**config.mk**
```make
export PLATFORM = sky130hd
export DESIGN_NAME = multicycle_ctrl_flat
export DESIGN_NICKNAME = d
export VERILOG_FILES = /design/src/rtl/multicycle_ctrl_if.sv /design/src/rtl/multicycle_ctrl.sv /design/src/flat_wrapper.sv
export SDC_FILE = /design/constraint.sdc
export NUM_CORES = 1
export LEC_CHECK = 0
export CORE_ASPECT_RATIO = 1.1
export CORE_UTILIZATION = 49
export DETAILED_ROUTE_END_ITERATION = 7
export HOLD_SLACK_MARGIN = 0.03
export PLACE_DENSITY = 0.87
export SYNTH_ARGS = -nofsm -noshare
export SYNTH_HDL_FRONTEND = slang
export SYNTH_SLANG_ARGS = --single-unit
```
**constraint.sdc**
```tcl
create_clock -name clk -period 5.25 [get_ports clk]
set_input_delay 0.525 -clock clk [delete_from_list [all_inputs] [get_ports clk]]
set_output_delay 0.525 -clock clk [all_outputs]
set_load 0.1 [all_outputs]
```
**src/rtl/multicycle_ctrl_if.sv**
```systemverilog
// Control bundle between the multi-cycle sequencer and the CPU datapath.
// The master modport is the controller; the slave modport is the datapath side.
interface multicycle_ctrl_if #(
  parameter int unsigned CNT_W = 32
);
  logic [5:0]       op;
  logic [5:0]       funct;
  logic             zero;
  logic             mem_ready;
  logic             pc_we;
  logic [1:0]       pc_src;
  logic             ir_we;
  logic             mem_re;
  logic             mem_we;
  logic             alu_src_a;
  logic [1:0]       alu_src_b;
  logic [2:0]       alu_op;
  logic             reg_we;
  logic             reg_dst;
  logic             mem_to_reg;
  logic             retire;
  logic             trap;
  logic [2:0]       state;
  logic [CNT_W-1:0] inst_count;

  modport master (
    input  op, funct, zero, mem_ready,
    output pc_we, pc_src, ir_we, mem_re, mem_we, alu_src_a, alu_src_b, alu_op,
           reg_we, reg_dst, mem_to_reg, retire, trap, state, inst_count
  );

  modport slave (
    output op, funct, zero, mem_ready,
    input  pc_we, pc_src, ir_we, mem_re, mem_we, alu_src_a, alu_src_b, alu_op,
           reg_we, reg_dst, mem_to_reg, retire, trap, state, inst_count
  );
endinterface

```
**src/rtl/multicycle_ctrl.sv**
```systemverilog
// FETCH/DECODE/EXEC/MEM/WB sequencer for the MIPS-subset multi-cycle datapath.
// Control outputs are decoded combinationally from state and IR fields.
module multicycle_ctrl #(
  parameter int unsigned CNT_W           = 32,
  parameter bit          TRAP_ON_ILLEGAL = 1'b1
) (
  input  logic               clk,
  input  logic               reset,
  multicycle_ctrl_if.master  bus
);

  localparam logic [5:0] OP_R    = 6'b000000;
  localparam logic [5:0] OP_LW   = 6'b100011;
  localparam logic [5:0] OP_SW   = 6'b101011;
  localparam logic [5:0] OP_ADDI = 6'b001000;
  localparam logic [5:0] OP_BEQ  = 6'b000100;
  localparam logic [5:0] OP_J    = 6'b000010;

  localparam logic [5:0] FN_ADD  = 6'b100000;
  localparam logic [5:0] FN_SUB  = 6'b100010;
  localparam logic [5:0] FN_AND  = 6'b100100;
  localparam logic [5:0] FN_OR   = 6'b100101;
  localparam logic [5:0] FN_SLT  = 6'b101010;

  localparam logic [2:0] ALU_AND = 3'b000;
  localparam logic [2:0] ALU_OR  = 3'b001;
  localparam logic [2:0] ALU_ADD = 3'b010;
  localparam logic [2:0] ALU_SUB = 3'b110;
  localparam logic [2:0] ALU_SLT = 3'b111;

  typedef enum logic [2:0] {
    FETCH  = 3'd0,
    DECODE = 3'd1,
    EXEC   = 3'd2,
    MEM    = 3'd3,
    WB     = 3'd4,
    TRAP   = 3'd7
  } state_t;

  state_t           state_q;
  state_t           state_nxt;
  logic [CNT_W-1:0] inst_q;

  function automatic logic is_legal(input logic [5:0] o, input logic [5:0] f);
    case (o)
      OP_R:                                 is_legal = (f == FN_ADD) || (f == FN_SUB) ||
                                                       (f == FN_AND) || (f == FN_OR)  ||
                                                       (f == FN_SLT);
      OP_LW, OP_SW, OP_ADDI, OP_BEQ, OP_J: is_legal = 1'b1;
      default:                              is_legal = 1'b0;
    endcase
  endfunction

  function automatic logic [2:0] funct_alu(input logic [5:0] f);
    case (f)
      FN_ADD:  funct_alu = ALU_ADD;
      FN_SUB:  funct_alu = ALU_SUB;
      FN_AND:  funct_alu = ALU_AND;
      FN_OR:   funct_alu = ALU_OR;
      FN_SLT:  funct_alu = ALU_SLT;
      default: funct_alu = ALU_AND;
    endcase
  endfunction

  // State register.
  always_ff @(posedge clk or negedge reset) begin
    if (!reset) state_q <= FETCH;
    else        state_q <= state_nxt;
  end

  // Retired-instruction counter; wraps naturally at 2^CNT_W.
  always_ff @(posedge clk or negedge reset) begin
    if (!reset)          inst_q <= '0;
    else if (bus.retire) inst_q <= inst_q + CNT_W'(1);
  end

  // Next-state and control decode.
  always_comb begin
    state_nxt      = state_q;
    bus.pc_we      = 1'b0;
    bus.pc_src     = 2'b00;
    bus.ir_we      = 1'b0;
    bus.mem_re     = 1'b0;
    bus.mem_we     = 1'b0;
    bus.alu_src_a  = 1'b0;
    bus.alu_src_b  = 2'b00;
    bus.alu_op     = ALU_AND;
    bus.reg_we     = 1'b0;
    bus.reg_dst    = 1'b0;
    bus.mem_to_reg = 1'b0;
    bus.retire     = 1'b0;
    bus.trap       = 1'b0;

    case (state_q)
      FETCH: begin
        bus.mem_re    = 1'b1;
        bus.alu_src_b = 2'b01;
        bus.alu_op    = ALU_ADD;
        if (bus.mem_ready) begin
          bus.ir_we = 1'b1;
          bus.pc_we = 1'b1;
          state_nxt = DECODE;
        end
      end
      DECODE: begin
        // Branch target is precomputed into ALUOut while decoding.
        bus.alu_src_b = 2'b11;
        bus.alu_op    = ALU_ADD;
        if (bus.op == OP_J) begin
          bus.pc_we  = 1'b1;
          bus.pc_src = 2'b10;
          bus.retire = 1'b1;
          state_nxt  = FETCH;
        end else if (is_legal(bus.op, bus.funct)) begin
          state_nxt = EXEC;
        end else if (TRAP_ON_ILLEGAL) begin
          state_nxt = TRAP;
        end else begin
          bus.retire = 1'b1;
          state_nxt  = FETCH;
        end
      end
      EXEC: begin
        bus.alu_src_a = 1'b1;
        case (bus.op)
          OP_R: begin
            bus.alu_op = funct_alu(bus.funct);
            state_nxt  = WB;
          end
          OP_LW, OP_SW: begin
            bus.alu_src_b = 2'b10;
            bus.alu_op    = ALU_ADD;
            state_nxt     = MEM;
          end
          OP_ADDI: begin
            bus.alu_src_b = 2'b10;
            bus.alu_op    = ALU_ADD;
            state_nxt     = WB;
          end
          OP_BEQ: begin
            bus.alu_op = ALU_SUB;
            bus.pc_src = 2'b01;
            bus.pc_we  = bus.zero;
            bus.retire = 1'b1;
            state_nxt  = FETCH;
          end
          default: state_nxt = FETCH;
        endcase
      end
      MEM: begin
        if (bus.op == OP_LW) begin
          bus.mem_re = 1'b1;
          if (bus.mem_ready) state_nxt = WB;
        end else begin
          bus.mem_we = 1'b1;
          if (bus.mem_ready) begin
            bus.retire = 1'b1;
            state_nxt  = FETCH;
          end
        end
      end
      WB: begin
        bus.reg_we     = 1'b1;
        bus.retire     = 1'b1;
        bus.reg_dst    = (bus.op == OP_R);
        bus.mem_to_reg = (bus.op == OP_LW);
        state_nxt      = FETCH;
      end
      TRAP: begin
        bus.trap = 1'b1;
      end
      default: state_nxt = FETCH;
    endcase

    // Reset kills every side effect immediately, not at the next edge.
    if (!reset) begin
      bus.pc_we  = 1'b0;
      bus.ir_we  = 1'b0;
      bus.mem_re = 1'b0;
      bus.mem_we = 1'b0;
      bus.reg_we = 1'b0;
      bus.retire = 1'b0;
      bus.trap   = 1'b0;
    end
  end

  assign bus.state      = 3'(state_q);
  assign bus.inst_count = inst_q;

endmodule

```
**src/flat_wrapper.sv**
```systemverilog
// flat-port wrapper written by rule: the top's interface ports become plain ports
module multicycle_ctrl_flat 
#(
  parameter int unsigned CNT_W           = 32,
  parameter bit          TRAP_ON_ILLEGAL = 1'b1
)
  (clk, reset, bus_op, bus_funct, bus_zero, bus_mem_ready, bus_pc_we, bus_pc_src, bus_ir_we, bus_mem_re, bus_mem_we, bus_alu_src_a, bus_alu_src_b, bus_alu_op, bus_reg_we, bus_reg_dst, bus_mem_to_reg, bus_retire, bus_trap, bus_state, bus_inst_count);
  multicycle_ctrl_if #(.CNT_W(CNT_W)) bus_i ();
  input  logic clk;
  input  logic reset;
  input wire logic [$bits(bus_i.op)-1:0] bus_op;
  input wire logic [$bits(bus_i.funct)-1:0] bus_funct;
  input wire logic [$bits(bus_i.zero)-1:0] bus_zero;
  input wire logic [$bits(bus_i.mem_ready)-1:0] bus_mem_ready;
  output wire logic [$bits(bus_i.pc_we)-1:0] bus_pc_we;
  output wire logic [$bits(bus_i.pc_src)-1:0] bus_pc_src;
  output wire logic [$bits(bus_i.ir_we)-1:0] bus_ir_we;
  output wire logic [$bits(bus_i.mem_re)-1:0] bus_mem_re;
  output wire logic [$bits(bus_i.mem_we)-1:0] bus_mem_we;
  output wire logic [$bits(bus_i.alu_src_a)-1:0] bus_alu_src_a;
  output wire logic [$bits(bus_i.alu_src_b)-1:0] bus_alu_src_b;
  output wire logic [$bits(bus_i.alu_op)-1:0] bus_alu_op;
  output wire logic [$bits(bus_i.reg_we)-1:0] bus_reg_we;
  output wire logic [$bits(bus_i.reg_dst)-1:0] bus_reg_dst;
  output wire logic [$bits(bus_i.mem_to_reg)-1:0] bus_mem_to_reg;
  output wire logic [$bits(bus_i.retire)-1:0] bus_retire;
  output wire logic [$bits(bus_i.trap)-1:0] bus_trap;
  output wire logic [$bits(bus_i.state)-1:0] bus_state;
  output wire logic [$bits(bus_i.inst_count)-1:0] bus_inst_count;
  assign bus_i.op = bus_op;
  assign bus_i.funct = bus_funct;
  assign bus_i.zero = bus_zero;
  assign bus_i.mem_ready = bus_mem_ready;
  assign bus_pc_we = bus_i.pc_we;
  assign bus_pc_src = bus_i.pc_src;
  assign bus_ir_we = bus_i.ir_we;
  assign bus_mem_re = bus_i.mem_re;
  assign bus_mem_we = bus_i.mem_we;
  assign bus_alu_src_a = bus_i.alu_src_a;
  assign bus_alu_src_b = bus_i.alu_src_b;
  assign bus_alu_op = bus_i.alu_op;
  assign bus_reg_we = bus_i.reg_we;
  assign bus_reg_dst = bus_i.reg_dst;
  assign bus_mem_to_reg = bus_i.mem_to_reg;
  assign bus_retire = bus_i.retire;
  assign bus_trap = bus_i.trap;
  assign bus_state = bus_i.state;
  assign bus_inst_count = bus_i.inst_count;
  multicycle_ctrl #(.CNT_W(CNT_W), .TRAP_ON_ILLEGAL(TRAP_ON_ILLEGAL)) u_core (.clk(clk), .reset(reset), .bus(bus_i));
endmodule
```
## After elaboration in Yosys (flattened, before gate mapping)

Index checks and enable logic that the tools add are counted.

- Output and inout bits: 52
- Register bits: 35
- Input bits: 16

- Bitwise gates (word level): 1
- Reduce and logical (&&, ||, !) cells: 12
- Muxes and demuxes: 43
- Equality and inequality tests: 17
- $add $sub $neg: 1

Operator list:

| cell | count |
|---|---|
| 6-bit equality test, second input constant | 7 |
| 32-bit by 1-bit adder with 32-bit output, second input constant | 1 |
| 1-bit two-way mux | 24 |
| 3-bit two-way mux | 6 |
| 3-bit one-hot mux with 5 select lines | 1 |
| 3-bit one-hot mux with 2 select lines | 2 |
| 3-bit one-hot mux with 4 select lines | 1 |
| 3-bit one-hot mux with 3 select lines | 1 |
| 3-bit by 2-bit equality test with 1-bit output, second input constant | 2 |
| 3-bit equality test, second input constant | 2 |
| 6-bit by 2-bit equality test with 1-bit output, second input constant | 1 |
| 6-bit by 3-bit equality test with 1-bit output, second input constant | 1 |
| 6-bit by 4-bit equality test with 1-bit output, second input constant | 1 |
| 6-bit zero test | 1 |
| 2-bit one-hot mux with 3 select lines | 1 |
| 2-bit OR reduction | 3 |
| 5-bit OR reduction | 1 |
| 1-bit logical OR | 4 |
| 2-bit two-way mux | 2 |
| 2-bit != test, second input constant | 2 |
| 1-bit one-hot mux with 2 select lines | 2 |
| 1-bit one-hot mux with 4 select lines | 1 |
| 2-bit one-hot mux with 2 select lines | 1 |
| 3-bit by 1-bit equality test with 1-bit output, second input constant | 1 |
| other kinds (5) | 5 |

## Longest topological paths before layout

Gate-level depths: netlist of the first run.

- Depth in word-level cells: 11
- Gate-level depth with buffers: 7
- Mapped depth without buffers: 5

## Worst setup path after synthesis of the first run

OpenSTA, ideal clock, no wires.

- Path kind: flip-flop to output port
- Start: register u_core.state_q[1] (netlist: u_core.bus.state[1])
- End: output port bus_pc_we
- Arrival time: 6125 ps
- Required time: 4725 ps
- Path buffers: 0
- Setup slack: -1400 ps
- Cell stages (with the launch flop): 5
- Path through: dfrtp_1 nor3b_1 and4_1 a22oi_1 nor2_1

- Longest elaborated chain between the ends: 3
- Elaborated cells between the ends (all ways): 5
- Those cells by class: eq/ne: 2; mux: 2; reduce/logical: 1

RTL lines:

| element | line | source |
|---|---|---|
| from (decl) | multicycle_ctrl.sv:40 | `state_t state_q;` |
| from (signal assigned) | multicycle_ctrl.sv:68 | `else state_q <= state_nxt;` |
| 3-bit by 2-bit equality test with 1-bit output, or another cell as far along | multicycle_ctrl.sv:94 | `case (state_q)` |
| 1-bit one-hot mux with 3 select lines * | multicycle_ctrl.sv:94 |  |
| 1-bit two-way mux * | multicycle_ctrl.sv:176 | `if (!reset) begin` |
| to (decl) | flat_wrapper.sv:15 | `output wire logic [$bits(bus_i.pc_we)-1:0] bus_pc_we;` |

Every way passes the cells marked *; elsewhere a longest branch is shown, timed or not.

## Final worst setup path of the first run

- Start: input port bus_op[2]
- End: output port bus_alu_op[2]

- Longest elaborated chain between the ends: 4
- Elaborated cells between the ends (all ways): 8
- Those cells by class: eq/ne: 4; mux: 2; reduce/logical: 2

RTL lines:

| element | line | source |
|---|---|---|
| from (decl) | flat_wrapper.sv:11 | `input wire logic [$bits(bus_i.op)-1:0] bus_op;` |
| 6-bit equality test / 6-bit by 4-bit equality test with 1-bit output (equally long branches) | multicycle_ctrl.sv:125 | `case (bus.op)` |
| 3-bit OR reduction (no line) | n/a |  |
| 3-bit one-hot mux with 3 select lines * | multicycle_ctrl.sv:125 |  |
| 3-bit one-hot mux with 2 select lines * | multicycle_ctrl.sv:94 |  |
| to (decl) | flat_wrapper.sv:22 | `output wire logic [$bits(bus_i.alu_op)-1:0] bus_alu_op;` |

Marks and branches as above.

==> results of run 1 <==
==> registers in the layout, indices dropped and copies added, names as in the netlist <==
name and cells:
u_core.bus.state 3, u_core.bus.inst_count 32
==> cells in the mapped netlist (4+ instances only) <==
cell type and count:
dfrtp_1 35, xor2_1 29, nor3_1 24, nand2_1 17
nand3_1 16, nor2_1 15, nand4_1 8, nor4_1 8
inv_1 6, a21oi_1 4, and3_1 4, and4_1 4
nand2b_1 4
==> stage by stage <==
step                total power [mW]  setup slack [ns]  util (%)  instance area [um2]  instances
finish                          1.13              1.17      71.8                 2870        343
CTS                             1.13              1.18      71.8                 2870        343
global route                    1.17             0.987      71.8                 2870        343
detailed placement             0.933              1.17      69.6                 2780        336
global placement               0.927              1.23      69.6                 2780        336
floorplan                      0.800             0.207         -                 2070        222
==> layout make-up <==
class | instances | area, um2 | area share [%]
Clock inverter | 1 | 5.00 | 0.175
Timing Repair Buffer | 69 | 676 | 23.6
Multi-Input combinational cell | 174 | 1140 | 39.8
Clock buffer | 6 | 82.6 | 2.88
Inverter | 6 | 22.5 | 0.786
Sequential cell | 35 | 876 | 30.6
Tap cell | 52 | 65.1 | 2.27
==> critical path: stages <==
cell             delay (ns)
clkdlybuf4s50_1        0.53
or3_1                  0.52
nor4b_1                0.52
nand3_1                0.14
a21boi_0               0.18
clkdlybuf4s50_1        1.15
==> power groups by stage <==
stage | Sequential, mW | Clock [mW] | Combinational (mW)
2_1_floorplan | 0.464 | 0 | 0.337
3_3_place_gp | 0.343 | 0 | 0.584
3_5_place_dp | 0.346 | 0 | 0.587
4_1_cts | 0.340 | 0.200 | 0.589
5_1_grt | 0.348 | 0.209 | 0.609
6_report | 0.341 | 0.196 | 0.588
==> final timing paths <==
path	to	cells after the start	from	slack [ns]
max in group asynchronous	u_core.bus.inst_count[10]	2	reset	4.53
worst min register to register	u_core.bus.inst_count[26]	1	u_core.bus.inst_count[26]	0.49
worst min-delay path	u_core.bus.state[1]	1	reset	0.08
min in group clk	u_core.bus.inst_count[26]	1	u_core.bus.inst_count[26]	0.49
worst max register to register	u_core.bus.inst_count[31]	5	u_core.bus.state[2]	2.64
worst max-delay path	bus_alu_op[2]	6	bus_op[2]	1.17
==> logic make-up (layout without fill, tap and decap cells) <==
| group | count (synthesis) | after routing | share of synthesized area, % |
|---|---|---|---|
| AND/OR/NAND/NOR | 118 | 118 | 31.9 |
| AO/OA/AOI/OAI | 21 | 21 | 6.99 |
| multiplexers | 2 | 2 | 1.03 |
| adder cells (fa/ha/maj) | 1 | 1 | 0.608 |
| flip-flops | 35 | 35 | 42.6 |
| XOR/XNOR | 32 | 32 | 13.6 |
| buffers and inverters | 13 | 82 | 3.28 |
==> routing by layer <==
metal | global-route usage, % | share of wire (%) | up-vias
met3 | 6.86 | 8.2 | 8
met4 | 10.1 | 1.7 | 0
met5 | 0 | 0 | -
li1 | - | - | 949
met2 | 41.3 | 49 | 91
met1 | 29.8 | 41 | 957
==> out/qor.csv, run 1 <==
stage,metric,value,unit
drt,initial drt markers,118,
synth,largest cells by area after synthesis,"dfrtp_1 (43%), xor2_1 (12%), nor3_1 (5.8%)",
clocking,# Post-CTS Setup Buffers,0,
clocking,CTS tree,yes,
synth,Synth area leader,dfrtp_1,
drt,post-DR vias/cell,5.85,
sta,Max Clock Skew,0.00901,ns
drt,DRC,0,
synth,commonest register cell after synthesis,dfrtp_1,
power_and_ir_drop,Clock power frac,17.4,%
synth,Yosys cell types,43,
placed_design,hpwl dp,3.85,mm
clocking,Clock Sinks,35,
power_and_ir_drop,NetSw,0.586,mW
finish,"commonest non-fill, non-tap cell in the layout",clkdlybuf4s50_1,
placed_design,RePlAce Congestion,0.853,
critical_path,crit path max fanout,7,
grt,GRT Residual Overflow,0,
critical_path,endpoint class of the critical path,output port,
sta,Period minus WS final,4.08,ns
power_and_ir_drop,Sequential Power Share,30.3,%
grt,initial antenna violation count,0,
sta,FMAX,0.245,GHz
floorplan,die height,70.0,um
floorplan,Die X,63.8,um
sta,Final TNS setup,0,ns
drt,TritonRoute pass-1 iters,4,
power_and_ir_drop,P_int,0.540,mW
critical_path,crit start category,input pin,
critical_path,Worst EP required,4.72,ns
finish,Synth-to-Final Area Change,39.3,%
finish,fin nets,308,
worst_hold_path,Hold Path Class,in2async,
finish,"commonest cells after routing, fill and taps aside","clkdlybuf4s50_1 (64), dfrtp_1 (35), xor2_1 (29)",
synth,"FF+latch count, synth",35,
outcome,status,"complete, no violations",
sta,slew at the pin closest to its max-slew limit,1.13,ns
finish,share of cells above drive strength 1,7.56,%
floorplan,Cell Rows,24,
grt,total track usage,24.7,%
critical_path,CP Class,in2out,
finish,fill cell count,309,
sta,Final Cycle Share,77.6,%
synth,Mapped Area,2060,um2
grt,first-pass GRT wire length,8.75,mm
synth,Post-Syn Area per Cell,9.27,um2
sta,RSZ-0062 raised after global routing,no,
grt,largest net degree at the start of global routing,30,
drt,final wirelength,5.27,mm
power_and_ir_drop,pwr dens,393,nW/um2
synth,Post-synth EDFFs,0,
clocking,clock-pin transition on the worst setup and hold timing paths,0.07,ns
sta,final hold violations,0,
clocking,CTS Buf Count,5,
synth,syn_nets,239,
critical_path,crit path DAT,3.55,ns
sta,Pins Over Slew Limit,0,
drt,routed len/inst,15.4,um
finish,antenna cell count,0,
flow_run,maxcap violations,0,
power_and_ir_drop,Net Sw Frac,52.0,%
floorplan,die area,4460,um2
synth,"Seq/Total Area, Yosys",42.6,%
clocking,clk_lat worst skew,0.29,ns
power_and_ir_drop,combinational share of power,52.3,%
power_and_ir_drop,Lkg Pwr,1.28,nW
sta,final hold slack,0.0836,ns
drt,Vias,2005,
synth,Mapped Cells,222,
clocking,CTS hold repair buffers,0,
clocking,root buf cell,clkbuf_8,
sta,final setup vio count,0,
drt,Antenna Violating Nets Remaining,0,
synth,YS warnings,0,
synth,Synth async-reset ratio,100,%
synth,post-synth top area share,42.6,%
power_and_ir_drop,Max VDD drop,381,uV
clocking,worst-case clock buffer depth,2,
floorplan,Starting Density,51.5,%
floorplan,num ports,68,
sta,Worst slew margin,24.2,%
clocking,# H-tree levels,2,
grt,vias in the first global route,1924,
placed_design,Port Buffer Count,67,
clocking,Post-CTS Resized,0,
floorplan,core area,3990,um2
(Power assumes the default switching activity.)
==> run 2: changes to the inputs <==
--- a/config.mk
+++ b/config.mk
@@ -6,10 +6,10 @@
 export NUM_CORES = 1
 export LEC_CHECK = 0
 export CORE_ASPECT_RATIO = 1.1
-export CORE_UTILIZATION = 49
+export CORE_UTILIZATION = 46
 export DETAILED_ROUTE_END_ITERATION = 7
 export HOLD_SLACK_MARGIN = 0.03
-export PLACE_DENSITY = 0.87
+export PLACE_DENSITY = 0.82
 export SYNTH_ARGS = -nofsm -noshare
 export SYNTH_HDL_FRONTEND = slang
 export SYNTH_SLANG_ARGS = --single-unit
==> constraint.sdc (replaced) <==
create_clock -name clk -period 4.05 [get_ports clk]
set_input_delay 0.405 -clock clk [delete_from_list [all_inputs] [get_ports clk]]
set_output_delay 0.405 -clock clk [all_outputs]
set_load 0.1 [all_outputs]
==> out/qor.csv, run 2 (same netlist as run 1, synthesis figures left out) <==
stage,metric,value,unit,change
worst_hold_path,Hold Path Class,reg2reg,,
floorplan,die height,72.2,um,+3.1%
power_and_ir_drop,Lkg Pwr,1.30,nW,+1.8%
clocking,Post-CTS Resized,0,,unchanged
grt,largest net degree at the start of global routing,28,,-6.7%
finish,fill cell count,357,,+16%
critical_path,CP Class,in2out,,
drt,final wirelength,5.09,mm,-3.5%
grt,vias in the first global route,1773,,-7.8%
placed_design,Worst Setup Slack post-DPL,1.03,ns,-0.142 ns
drt,post-DR vias/cell,5.56,,-4.9%
grt,GRT Residual Overflow,0,,unchanged
sta,Period minus WS final,3.07,ns,
sta,slack of the critical path,0.983,ns,-0.191 ns
floorplan,Cell Rows,25,,+4.2%
finish,"commonest cells after routing, fill and taps aside","clkdlybuf4s50_1 (52), dfrtp_1 (33), xor2_1 (29)",,
finish,Synth-to-Final Area Change,40.1,%,
clocking,Clock Sinks,35,,unchanged
power_and_ir_drop,Max VDD drop,594,uV,+56%
critical_path,endpoint class of the critical path,output port,,
finish,"commonest non-fill, non-tap cell in the layout",clkdlybuf4s50_1,,
power_and_ir_drop,pwr dens,514,nW/um2,+31%
critical_path,crit start category,input pin,,
drt,Antenna Violating Nets Remaining,0,,unchanged
finish,Final Util,67.3,%,-4.5 points
flow_run,maxcap violations,0,,unchanged
drt,initial drt markers,82,,-31%
floorplan,Starting Density,48.0,%,-3.5 points
sta,Final Cycle Share,75.7,%,
floorplan,die area,4750,um2,+6.3%
floorplan,num ports,68,,unchanged
finish,antenna cell count,0,,unchanged
clocking,clk_lat worst skew,0.29,ns,about the same
clocking,CTS tree,yes,,
placed_design,hpwl dp,3.66,mm,-5.1%
drt,TritonRoute pass-1 iters,4,,unchanged
grt,initial antenna violation count,0,,unchanged
sta,Max Clock Skew,0.00593,ns,-0.00308 ns
sta,Final TNS setup,0,ns,unchanged
sta,slew at the pin closest to its max-slew limit,1.03,ns,-0.0979 ns
sta,Worst slew margin,30.8,%,+6.6 points
sta,final hold slack,0.466,ns,+0.383 ns
clocking,worst-case clock buffer depth,2,,unchanged
finish,fin nets,310,,+0.65%
clocking,root buf cell,clkbuf_8,,
outcome,status,"complete, no violations",,
critical_path,crit path DAT,2.66,ns,-0.89 ns
critical_path,crit path max fanout,20,,+13
placed_design,Port Buffer Count,67,,unchanged
sta,FMAX,0.326,GHz,
finish,share of cells above drive strength 1,13.9,%,+6.4 points
clocking,CTS Buf Count,5,,unchanged
sta,Pins Over Slew Limit,0,,unchanged
sta,RSZ-0062 raised after global routing,no,,
floorplan,core area,4290,um2,+7.3%
floorplan,Die X,65.8,um,+3.1%
finish,number of flip-flops in the largest register,32,,unchanged
drt,routed len/inst,14.6,um,-4.8%
grt,first-pass GRT wire length,7.91,mm,-9.5%
drt,DRC,0,,unchanged
placed_design,RePlAce Congestion,0.848,,-0.59%
drt,Vias,1934,,-3.5%
sta,final setup vio count,0,,unchanged
clocking,# H-tree levels,2,,unchanged
grt,total track usage,21.9,%,-2.8 points
clocking,clock-pin transition on the worst setup and hold timing paths,0.07,ns,about the same
critical_path,Worst EP required,3.64,ns,-1.08 ns
sta,final hold violations,0,,unchanged
## run 2: cell types whose count changed in the layout (fill, tap and decap cells not counted), moves of 2 or more
cell	before	now
clkdlybuf4s50_1	64	52
clkinvlp_4	0	2
dfrtp_2	0	2
buf_4	4	17
dfrtp_1	35	33
## run 2: critical path, cell delays in order
cell and delay [ns]:
clkdlybuf4s50_1 0.52, and3_1 0.28, a2111oi_0 0.76, o41ai_2 0.10, buf_4 0.23, clkinvlp_4 0.08, buf_4 0.27
## run 2: path summary, 6_finish.rpt
path	startpoint	end	slack, ns	depth (start not counted)
max reg2reg	u_core.bus.state[2]	u_core.bus.inst_count[15]	1.51	6
min reg2reg	u_core.bus.inst_count[31]	u_core.bus.inst_count[31]	0.47	1
max	bus_op[5]	bus_retire	0.98	7
min	u_core.bus.inst_count[31]	u_core.bus.inst_count[31]	0.47	1
max in group asynchronous	reset	u_core.bus.inst_count[4]	2.93	3
min in group asynchronous	reset	u_core.bus.inst_count[15]	0.52	2
## run 2: layout make-up
| class | count | area (um2) | share of cell area (%) |
|---|---|---|---|
| Clock inverter | 1 | 7.51 | 0.260 |
| Multi-Input combinational cell | 174 | 1140 | 39.7 |
| Tap cell | 54 | 67.6 | 2.34 |
| Sequential cell | 35 | 878 | 30.5 |
| Inverter | 6 | 26.3 | 0.911 |
| Timing Repair Buffer | 71 | 663 | 23.0 |
| Clock buffer | 7 | 96.3 | 3.34 |
## run 2: power breakdown
group / leakage (nW) / internal (mW) / switching [mW] / total (mW)
sequential: 0.469 / 0.377 / 0.0657 / 0.443
clock: 0.0505 / 0.155 / 0.126 / 0.280
combinational: 0.779 / 0.187 / 0.571 / 0.758
total: 1.30 / 0.719 / 0.762 / 1.48
## run 2: metrics by stage
stage / cell area (um2) / instances / total power, mW
2_1_floorplan: 2080 / 222 / 1.04
3_3_place_gp: 2770 / 339 / 1.20
3_5_place_dp: 2770 / 339 / 1.20
4_1_cts: 2880 / 348 / 1.49
5_1_grt: 2880 / 348 / 1.54
6_report: 2880 / 348 / 1.48
## run 2: per-layer routing
| metal | vias to the layer above | wire (um) | global-route usage [%] |
|---|---|---|---|
| met3 | 7 | 338 | 5.97 |
| met5 | - | 0 | 0 |
| met4 | 0 | 62 | 7.25 |
| met2 | 62 | 2420 | 37.4 |
| li1 | 944 | - | - |
| met1 | 921 | 2270 | 26.6 |
## run 2: what timing repair did
action / CTS / global route
hold buffers: 1 / 0
hold endpoints to repair: 8 / 0
setup buffers: 0 / 0
